==> src/rtl/direct_mapped_cache.sv <==
// Direct-mapped, write-through, no-write-allocate cache placed in front of main memory.
// One word per line; read misses use the memory's enable/fetch_complete handshake.
module direct_mapped_cache #(
  parameter int unsigned ADDR_LENGTH = 10,
  parameter int unsigned BLOCK_SIZE  = 32,
  parameter int unsigned NUM_LINES   = 16,
  parameter int unsigned CNT_WIDTH   = 16
) (
  input  logic                   clk,
  input  logic                   reset,
  input  logic [ADDR_LENGTH-1:0] cpu_addr,
  input  logic [BLOCK_SIZE-1:0]  cpu_data_in,
  input  logic                   cpu_read,
  input  logic                   cpu_write,
  output logic [BLOCK_SIZE-1:0]  cpu_data_out,
  output logic                   cpu_ready,
  output logic                   busy,
  output logic [ADDR_LENGTH-1:0] mem_addr,
  output logic [BLOCK_SIZE-1:0]  mem_data_out,
  output logic                   mem_write,
  output logic                   mem_enable,
  input  logic [BLOCK_SIZE-1:0]  mem_data_in,
  input  logic                   mem_fetch_complete,
  output logic [CNT_WIDTH-1:0]   hit_count,
  output logic [CNT_WIDTH-1:0]   miss_count
);

  localparam int unsigned IdxW = $clog2(NUM_LINES);
  localparam int unsigned TagW = ADDR_LENGTH - IdxW;

  typedef enum logic [1:0] {StIdle, StFetch, StDrain, StWrite} state_e;

  state_e                 state_q;
  logic [NUM_LINES-1:0]   valid_q;
  logic [TagW-1:0]        tag_q  [NUM_LINES];
  logic [BLOCK_SIZE-1:0]  data_q [NUM_LINES];
  logic [ADDR_LENGTH-1:0] addr_q;
  logic [BLOCK_SIZE-1:0]  wdata_q;

  logic [IdxW-1:0] req_idx, lat_idx;
  logic [TagW-1:0] req_tag, lat_tag;
  logic            req_hit, lat_hit, fill_en, wupd_en;

  always_comb begin
    req_idx = cpu_addr[IdxW-1:0];
    req_tag = cpu_addr[ADDR_LENGTH-1:IdxW];
    lat_idx = addr_q[IdxW-1:0];
    lat_tag = addr_q[ADDR_LENGTH-1:IdxW];
    req_hit = valid_q[req_idx] && (tag_q[req_idx] == req_tag);
    lat_hit = valid_q[lat_idx] && (tag_q[lat_idx] == lat_tag);
    fill_en = !reset && (state_q == StFetch) && mem_fetch_complete;
    wupd_en = !reset && (state_q == StWrite) && lat_hit;
  end

  // A complete still high from an earlier fetch must hold off new requests.
  assign busy = (state_q != StIdle) || mem_fetch_complete;

  // Line storage needs no reset: valid_q alone decides whether a line is usable.
  always_ff @(posedge clk) begin
    if (fill_en) begin
      data_q[lat_idx] <= mem_data_in;
      tag_q[lat_idx]  <= lat_tag;
    end else if (wupd_en) begin
      data_q[lat_idx] <= wdata_q;
    end
  end

  always_ff @(posedge clk) begin
    if (reset) begin
      state_q      <= StIdle;
      valid_q      <= '0;
      addr_q       <= '0;
      wdata_q      <= '0;
      cpu_data_out <= '0;
      cpu_ready    <= 1'b0;
      mem_addr     <= '0;
      mem_data_out <= '0;
      mem_write    <= 1'b0;
      mem_enable   <= 1'b0;
      hit_count    <= '0;
      miss_count   <= '0;
    end else begin
      cpu_ready <= 1'b0;
      mem_write <= 1'b0;
      unique case (state_q)
        StIdle: begin
          if (!mem_fetch_complete) begin
            if (cpu_write) begin
              addr_q       <= cpu_addr;
              wdata_q      <= cpu_data_in;
              mem_addr     <= cpu_addr;
              mem_data_out <= cpu_data_in;
              mem_write    <= 1'b1;
              state_q      <= StWrite;
            end else if (cpu_read) begin
              addr_q <= cpu_addr;
              if (req_hit) begin
                cpu_data_out <= data_q[req_idx];
                cpu_ready    <= 1'b1;
                if (hit_count != '1) hit_count <= hit_count + 1'b1;
              end else begin
                mem_addr   <= cpu_addr;
                mem_enable <= 1'b1;
                state_q    <= StFetch;
              end
            end
          end
        end
        StFetch: begin
          if (mem_fetch_complete) begin
            valid_q[lat_idx] <= 1'b1;
            cpu_data_out     <= mem_data_in;
            cpu_ready        <= 1'b1;
            mem_enable       <= 1'b0;
            if (miss_count != '1) miss_count <= miss_count + 1'b1;
            state_q          <= StDrain;
          end
        end
        StDrain: begin
          if (!mem_fetch_complete) state_q <= StIdle;
        end
        StWrite: begin
          cpu_ready <= 1'b1;
          state_q   <= StIdle;
        end
        default: state_q <= StIdle;
      endcase
    end
  end

endmodule

==> config.mk <==
export PLATFORM = sky130hd
export DESIGN_NAME = direct_mapped_cache
export DESIGN_NICKNAME = d
export VERILOG_FILES = /design/src/rtl/direct_mapped_cache.sv
export SDC_FILE = /design/constraint.sdc
export NUM_CORES = 1
export LEC_CHECK = 0
export CORE_MARGIN = 2
export CORE_UTILIZATION = 44
export DETAILED_ROUTE_END_ITERATION = 7
export PLACE_DENSITY = 0.59
export SKIP_CTS_REPAIR_TIMING = 1
export SLEW_MARGIN = 0
export SYNTH_ARGS = -nofsm -noshare
export SYNTH_HDL_FRONTEND = slang
export SYNTH_SLANG_ARGS = --single-unit
export TNS_END_PERCENT = 5
==> constraint.sdc <==
create_clock -name clk -period 5.8 [get_ports clk]
set_clock_uncertainty 0.15 [all_clocks]
set_input_delay 1.45 -clock clk [delete_from_list [all_inputs] [get_ports clk]]
set_output_delay 1.45 -clock clk [all_outputs]
set_load 0.005 [all_outputs]
==> impl_metrics.env <==
export IMPL_port_buffers=188
export IMPL_yosys_area_top_type="edfxtp_1"
export IMPL_ant_nets=0
export IMPL_via_per_inst=5.708
export IMPL_max_freq_mhz=215.1
export IMPL_netlist_area_um2=30250
export IMPL_multi_input_area_um2=8760
export IMPL_grt_max_degree=76
export IMPL_total_power_uw=11570
export IMPL_cts_tree="built"
export IMPL_cts_buffers=79
export IMPL_cts_sinks=749
export IMPL_avgSynthCellArea_um2=17.51
export IMPL_slowest_delay_ps=510
export IMPL_synth_seq_cells=749
export IMPL_grt_pass1_vias=16775
export IMPL_cp_common_cell="clkdlybuf4s50_1"
export IMPL_gp_congestion=0.8294
export IMPL_n_fill_cell=5484
export IMPL_rsz0062_at_grt="no"
export IMPL_initial_core_util=0.4425
export IMPL_finalNetCount=2018
export IMPL_dr_pass1_iters=5
export IMPL_drc_errors=0
export IMPL_syn_num_nets=1808
export IMPL_powerDensity_nw_per_um2=322.7
export IMPL_drt_iter0_drc=1417
export IMPL_ys_seq_area_frac=0.6970
export IMPL_yosysMostFrequentCell="edfxtp_1"
export IMPL_cts_root_buf="clkbuf_16"
export IMPL_crit_path_start_kind="primary input"
export IMPL_hp_class="reg -> reg"
export IMPL_crit_chain="clkdlybuf4s50_1 -> nor3_1 -> inv_1 -> clkdlybuf4s50_1"
export IMPL_ios=189
export IMPL_critical_path_peak_fanout=7
export IMPL_ys_flop_type="edfxtp_1"
export IMPL_clkTransAtPathRegs_ps=60
export IMPL_setup_violations_final=0
export IMPL_die_area_um2=70850
export IMPL_fin_tns_setup_ps=0
export IMPL_grt_usage=0.2109
export IMPL_synthCells=1727
export IMPL_finalCriticalPeriod_ps=4648
export IMPL_ys_warn_count=0
export IMPL_seq_area_um2=21080
export IMPL_ir_drop_mv=0.1866
export IMPL_maxCapViolations=0
export IMPL_dieHeight_um=266.2
export IMPL_arrival_ps=3050
export IMPL_core_um2=68350
export IMPL_cp_top_family="buffers and inverters"
export IMPL_synthArstFlopShare=0
export IMPL_dp_hpwl_um=41740
export IMPL_worstPathRequired_ps=4200
export IMPL_cp_num_buf_inv=3
export IMPL_synth_edf_count=608
export IMPL_clkLatencyLatePin_ps=620
export IMPL_cp_slowest_cell="clkdlybuf4s50_1"
export IMPL_yosysTopAreaCellShare=0.6036
export IMPL_wl_per_cell_um=25.57
export IMPL_drive_gt1_frac=0.2202
export IMPL_cts_buffer_depth=3
export IMPL_syn2layout_area_growth_pct=18.51
export IMPL_die_w_um=266.2
export IMPL_num_antenna_cells=0
export IMPL_maxSlewViolCount=0
export IMPL_worst_slew_pin_slew_ps=1100
export IMPL_synth_area_leaders="edfxtp_1, mux4_2, dfxtp_1"
export IMPL_overflow=0
export IMPL_rows=96
export IMPL_synth_cell_types=51
export IMPL_outcome="finished, final reports clean"
export IMPL_hold_depth=2
export IMPL_slew_headroom=0.2670
export IMPL_antenna_found_initial=0
export IMPL_vias=16467
export IMPL_synth_top_cells_by_count="edfxtp_1, mux4_2, nor2_1"
export IMPL_path_depth=4
export IMPL_worstSetupPathType="in -> out"
export IMPL_leakage_uw=0.01164
export IMPL_routed_wl_um=73780
export IMPL_end_kind="output port"
export IMPL_reg2regPathDepth=10
export IMPL_grt_pass1_wl_um=109000
export IMPL_final_hold_viol_count=0
export IMPL_htreeDepth=3
export IMPL_period_share=0.8015
cell usage in the layout, fill, tap and decap left out, types with 18 or more instances in the layout:
master,count
nand2_1,107
mux2i_1,60
nor2_1,196
edfxtp_1,608
clkbuf_16,81
dfxtp_1,141
nand3_1,18
mux4_2,213
inv_1,25
mux2_2,37
clkdlybuf4s50_1,183
a21oi_1,52
buf_4,40
worst reg2reg max path, stage by stage (launching register included):
cell and delay, ps:
dfxtp_1 880, buf_4 300, mux4_2 350, mux4_2 480, xnor2_1 150, nand3_1 130, nor4_4 260, or2_2 220
nand3_1 360, nor2_4 190, buf_4 610
power breakdown:
part | switching (uW) | internal, uW | total, uW
clock | 2060 | 2900 | 4960
combinational | 373 | 333 | 706
sequential | 51.5 | 5850 | 5900
total | 2490 | 9080 | 11600
metal layers:
layer	vias to the layer above	routed length, um	global-route usage	share of wire
met5	-	0	0	0
li1	7200	-	-	-
met2	601	35590	0.3450	0.48
met1	8567	32150	0.2949	0.44
met4	0	1364	0.05527	0.018
met3	99	4683	0.03595	0.063
logic make-up (layout without fill, tap and decap cells):
kind of cell,count (synthesis),in the layout,share of synthesized area
and+or+nand+nor,408,408,0.05821
AOI/OAI and AO/OA,94,94,0.01886
muxes,317,317,0.1983
DFF,749,749,0.6970
xor gates and xnor gates,30,30,0.008687
buffers and inverters,127,403,0.01812
adders and majority gates,2,2,0.0008272
sequential cells by signal, indices dropped and copies added (netlist names), named ones only:
signal and count:
data_q 512, tag_q 96, cpu_data_out 32, wdata_q 32
hit_count 16, miss_count 16, valid_q 16, addr_q 10
mem_addr 10, state_q 2, cpu_ready 1, mem_enable 1
mem_write 1
layout make-up:
cell class / count / share of cell area
multi-input cells: 851 / 0.2444
inverters: 25 / 0.002618
flip-flops and latches: 749 / 0.5881
repair buffers: 231 / 0.06315
clock inverters: 44 / 0.01072
clock buffers: 103 / 0.06025
well taps: 882 / 0.03079
metrics by stage:
stage	hold slack (ps)	utilization	std cells	worst slack, ps	instance area [um2]
detailed placement	310.2	0.4872	2738	904.4	33300
global placement	306.1	0.4872	2738	979.7	33300
finish	318.8	0.5245	2885	1152	35840
global route	341.8	0.5245	2885	1024	35840
CTS	318.8	0.5245	2885	1168	35840
floorplan	308.8	-	1727	1048	30250
final timing paths:
| path | startpoint | endpoint | slack [ps] |
|---|---|---|---|
| setup / recovery | mem_fetch_complete | busy | 1150 |
| hold / removal | wdata_q[30] | wdata_q[30] | 320 |
| setup reg to reg | register | data_q[15][10] | 1300 |
| hold reg to reg | wdata_q[30] | wdata_q[30] | 320 |
(Power assumes the default switching activity.)
